`src/rtl/dual_port_mem_responder.sv`:
```
// Unified 2^ADDR_W x DATA_W memory serving a single-cycle CPU's fetch (A) and data (B) ports.
// With MEM_BOOT_LOAD_EN defined, a boot loader fills the array from a byte stream and holds the CPU until done.
module dual_port_mem_responder #(
  parameter int    ADDR_W    = 8,
  parameter int    DATA_W    = 8,
  parameter int    LOAD_LEN  = 256,
  parameter string INIT_FILE = ""
) (
  input  logic              clk,
  input  logic              rst,
  input  logic [ADDR_W-1:0] mem_addr_a,
  output logic [DATA_W-1:0] Instr_out,
  input  logic              mem_write_enable,
  input  logic [ADDR_W-1:0] mem_addr_b,
  input  logic [DATA_W-1:0] mem_write_data_b,
  output logic [DATA_W-1:0] mem_data_out_b,
  input  logic              load_valid,
  input  logic [DATA_W-1:0] load_data,
  output logic              load_ready,
  output logic              load_done,
  output logic              cpu_hold
);

  localparam int DEPTH = 1 << ADDR_W;

  logic [DATA_W-1:0] mem_q [0:DEPTH-1];
  logic              wr_en;
  logic [ADDR_W-1:0] wr_addr;
  logic [DATA_W-1:0] wr_data;

  // Array is deliberately not reset; contents survive reset and a reload overwrites them.
  always_ff @(posedge clk) begin
    if (wr_en) begin
      mem_q[wr_addr] <= wr_data;
    end
  end

`ifdef MEM_BOOT_LOAD_EN

  typedef enum logic {LOAD, RUN} state_t;

  localparam logic [ADDR_W:0] LAST_IDX = (ADDR_W+1)'(LOAD_LEN - 1);

  state_t          state_q, state_d;
  logic [ADDR_W:0] load_ptr_q, load_ptr_d;

  always_ff @(posedge clk or negedge rst) begin
    if (!rst) begin
      state_q    <= LOAD;
      load_ptr_q <= '0;
    end else begin
      state_q    <= state_d;
      load_ptr_q <= load_ptr_d;
    end
  end

  always_comb begin
    state_d        = state_q;
    load_ptr_d     = load_ptr_q;
    wr_en          = 1'b0;
    wr_addr        = mem_addr_b;
    wr_data        = mem_write_data_b;
    load_ready     = 1'b0;
    load_done      = 1'b0;
    cpu_hold       = 1'b1;
    Instr_out      = '0;
    mem_data_out_b = '0;
    case (state_q)
      LOAD: begin
        // rst gating keeps outputs at reset values and blocks array writes while reset is held.
        load_ready = rst;
        if (rst && load_valid) begin
          wr_en      = 1'b1;
          wr_addr    = load_ptr_q[ADDR_W-1:0];
          wr_data    = load_data;
          load_ptr_d = load_ptr_q + 1'b1;
          if (load_ptr_q == LAST_IDX) begin
            state_d = RUN;
          end
        end
      end
      RUN: begin
        load_done      = 1'b1;
        cpu_hold       = 1'b0;
        Instr_out      = mem_q[mem_addr_a];
        mem_data_out_b = mem_q[mem_addr_b];
        wr_en          = mem_write_enable;
      end
      default: begin
        state_d = LOAD;
      end
    endcase
  end

`else

  logic unused_loader;
  assign unused_loader = ^{load_valid, load_data, (LOAD_LEN == 0)};

  always_comb begin
    wr_en          = mem_write_enable && rst;
    wr_addr        = mem_addr_b;
    wr_data        = mem_write_data_b;
    load_ready     = 1'b0;
    load_done      = 1'b1;
    cpu_hold       = 1'b0;
    Instr_out      = mem_q[mem_addr_a];
    mem_data_out_b = mem_q[mem_addr_b];
  end

`endif

endmodule

```
`config.mk`:
```
export PLATFORM = sky130hd
export DESIGN_NAME = dual_port_mem_responder
export DESIGN_NICKNAME = d
export VERILOG_FILES = /design/src/rtl/dual_port_mem_responder.sv
export SDC_FILE = /design/constraint.sdc
export NUM_CORES = 2
export LEC_CHECK = 0
export CORE_UTILIZATION = 55
export DETAILED_ROUTE_END_ITERATION = 8
export PLACE_DENSITY = 0.78
export SLEW_MARGIN = 40
export SYNTH_ARGS = -nofsm -noshare
export SYNTH_HDL_FRONTEND = slang
export SYNTH_SLANG_ARGS = --single-unit
```
`constraint.sdc`:
```
create_clock -name clk -period 9.5 [get_ports clk]
set_input_delay 2.375 -clock clk [delete_from_list [all_inputs] [get_ports clk]]
set_output_delay 2.375 -clock clk [all_outputs]
set_load 0.005 [all_outputs]
```
# Yosys cells after proc, flatten, opt, wreduce, memory -nomap -nowiden

Memory sizes are Yosys's and may differ from the RTL's.
Cells that the tools add are included.

Bits in registers: 0
RAM bits: 2048
Output and inout port bits: 19
Memories: 1

Multiplexer cells: 2
Reduce and logical (&&, ||, !) cells: 1

Memory list:

| memory | words | bits a word | rd ports | clocked after Yosys merged registers in | wr ports | line | text |
|---|---|---|---|---|---|---|---|
| mem_q  | 256   | 8           | 2        | 0                                       | 1        | 26   | `logic [DATA_W-1:0] mem_q [0:DEPTH-1];` |

Operators by type and width:

| operator          | number |
|---|---|
| 2-to-1 mux 1 bit  | 2 |
| logical AND 1 bit | 1 |

# Longest topological paths before layout

Word-level depth: 3
Mapped depth: 14
Mapped depth without buffers: 6

# Worst setup path before layout

No wires, ideal clock.

Path kind: input-to-output
Start point: input port mem_addr_b[1]
End point: output port mem_data_out_b[0]
Arrival time: 4.704 ns
Required time: 7.125 ns
Setup slack: 2.421 ns
Stages: 10
Path buffers: 5
Path through: buf_2 > buf_2 > buf_2 > clkbuf_1 > clkbuf_1 > mux4_2 > a22oi_1 > o32ai_1 > nor4_1 > nand4_1

Longest elaborated chain between the ends: 1

RTL lines:

| element                   | line | text |
|---|---|---|
| start: declaration        | 14   | `input logic [ADDR_W-1:0] mem_addr_b,` |
| memory read (256 x 8 bit) | n/a  |  |
| end: declaration          | 16   | `output logic [DATA_W-1:0] mem_data_out_b,` |

No other way between the ends.

# Worst setup path after layout

Start point: input port mem_addr_b[0]
End point: output port mem_data_out_b[6]

The elaborated chain is that of the path after synthesis.

==> impl_metrics.ini <==
[status]
status = complete, but fails checks
violations = design-rule violations

[min_path]
hold_path_end = mem_q[78][2]
hp-start = mem_write_data_b[2]
holdPathStages = 1
hp-class = input port to flip-flop

[synthesis]
synth_commonest_cells = edfxtp_1 (2,048), mux4_2 (871), mux2i_1 (400), nor2_1 (330), clkbuf_1 (223)
ys_warn_count = 0
yosys.area.top_type_share_pct = 64.1
yosys-top-cells-area = edfxtp_1 (64%), mux4_2 (20%), mux2i_1 (4.2%)
ys_ff_latch = 2048
synthMuxAreaShare_pct = 25.0
synth-main-ff-cell = edfxtp_1
synthXorXnorAreaFrac_pct = 0
synth-edff-count = 2048
synth.most_common_cell = edfxtp_1
async_flop_share_pct = 0
synthesis.area_sq_mm = 0.0960
synth_top_family_by_area = multiplexers
syn_inst = 5220
synthAdderAreaFrac_pct = 0
synth_cell_type_count = 69
ys_seq_area_share_pct = 64.1
yosysTopAreaCell = edfxtp_1
yosys.area_share.simple_pct = 3.75
avgSynthCellArea_sq_um = 18.4
synth-compound-area-share_pct = 4.88

[grt]
antenna_found_initial = 25
gr-total-overflow = 0
grt_pass1_wl_mm = 449
grt_use_total_pct = 36.9
grt_pass1_vias = 59518
grt_max_degree = 169

[worst_setup_path]
path_cells = buf_8, buf_12, buf_4, mux4_2, mux2i_1, buf_4, o22ai_1, a2111oi_0, nand4_1, or4_1, clkdlybuf4s50_1
crit_type = input port to output pin
path_depth = 11
arrival_ns = 6.76
max_stage_delay_ns = 0.67
cp.required_ns = 7.13
endpoint_kind = output pin
slowest_stage = or4_1
critPathTopFamily = buffers and inverters
crit_top_cell = buf_4
crit_buf_inv = 5
startpoint_type = input port
crit_path_max_fanout = 27

[sta]
final-max-slew-violation-count = 0
final.period_utilization_pct = 96.2
maxSlewHeadroom_pct = 32.5
setup_tns_ns = 0
finalSetupViolations = 0
period_minus_slack_ns = 9.13
max_freq_ghz = 0.109
hold_viol_final = 0
grt_setup_unrepaired = no
worst_slack_ns = 0.366
tightest_slew_ns = 1.01

[cells_and_area]
drive_above_1_share_pct = 32.1
nFillCells = 11591
area_delta_synth_final_pct = 12.1
largest_reg_flops = 2048
nNetsFinal = 5383
largest-register = mem_q
final_util_pct = 62.3
final_area_sq_mm = 0.108
top_regs = mem_q x2048
fin_cells = 7848

[floorplan]
rows = 152
die_w_um = 420
ios = 55
initial_utilization_pct = 55.6
coreArea_sq_mm = 0.172
die_h_um = 420
die-area_sq_mm = 0.176

[placed_design]
place_congestion = 1.09
place_area_sq_mm = 0.100
place_ws_ns = 0.626
dp.cells = 7449
hpwl_mm = 211
port_buffers = 42

[cts]
cts.htree.levels = 4
cts-root-buf = clkbuf_16
clock_path_buffers = 3
hold_buffers = 0
cts_resized = 0
postCtsSetupBuffers = 0
cts_inserted_buffers = 204
tritoncts = yes
clk_pin_slew_ns = 0.06
clock_sinks = 2048

[pwr]
ir_worst_vdd_mv = 0.253
powerDensity_mw_per_mm2 = 186
leakage_nw = 33.8

[drt]
remaining_drc_errors = 24
wl_per_cell_um = 41.1
wl_mm = 323
ant_nets = 0
via_per_inst = 7.73
drtPass1Iterations = 9
vias = 60645
drt_iter0_markers = 11759

[job]
cap_violations = 0
==> layout by cell type (no fill, tap or decap), types with 42 or more instances in the layout <==
cell type | Yosys | final
nor2_2 | 0 | 189
a211oi_1 | 50 | 50
a22oi_1 | 139 | 139
a21oi_1 | 113 | 113
edfxtp_1 | 2048 | 2048
mux2i_1 | 400 | 400
clkbuf_16 | 0 | 206
clkinv_1 | 2 | 47
buf_4 | 47 | 258
o22ai_1 | 101 | 100
nor2_1 | 330 | 138
mux4_2 | 871 | 871
o221ai_1 | 55 | 55
nand3_1 | 42 | 42
nor3_1 | 70 | 67
nand2_1 | 132 | 127
buf_12 | 0 | 43
clkinv_2 | 0 | 42
==> kinds of logic (layout without fill, tap and decap cells) <==
family	count (synthesis)	after routing
AO/OA/AOI/OAI	662	662
flip-flops	2048	2048
buffers and inverters	443	740
multiplexers	1303	1303
other	2	23
AND/OR/NAND/NOR	762	762
==> worst max path at each step <==
stage | startpoint | end
floorplan | mem_addr_b[1] | mem_data_out_b[0]
global placement | mem_addr_a[2] | Instr_out[5]
detailed placement | mem_addr_b[0] | mem_data_out_b[0]
CTS | mem_addr_b[0] | mem_data_out_b[0]
global route | mem_addr_b[0] | mem_data_out_b[6]
finish | mem_addr_b[0] | mem_data_out_b[6]
==> power by group <==
part	total [W]	internal, W	switching (W)	leakage, nW
clock	0.00825	0.00466	0.00359	3.27
combinational	0.00177	0.000633	0.00114	12.1
sequential	0.00995	0.00995	0.00000487	18.4
total	0.0200	0.0152	0.00473	33.8
==> layout make-up <==
class	count	area [sq um]	area share, %
Multi-Input combinational cell	2730	32900	30.6
Timing Repair Buffer	354	3410	3.17
Inverter	9	42.5	0.0396
Antenna cell	20	50.0	0.0465
Tap cell	2310	2890	2.69
Clock inverter	139	1440	1.34
Clock buffer	238	5280	4.90
Sequential cell	2048	61500	57.2
==> layer usage <==
metal,vias up,routed length (um),global-route usage (%)
met1,30618,101000,46.0
met2,6016,141000,53.4
li1,22572,-,-
met4,22,28600,25.2
met3,1417,52600,14.5
met5,-,205,0.0556
==> through the flow <==
stage | power, W | hold WS (ns)
3_5_place_dp | 0.0118 | 2.91
4_1_cts | 0.0198 | 2.02
6_report | 0.0200 | 1.98
2_1_floorplan | 0.0110 | 2.47
3_3_place_gp | 0.0118 | 2.89
5_1_grt | 0.0202 | 1.98
Power figures use the tool's default switching activity.
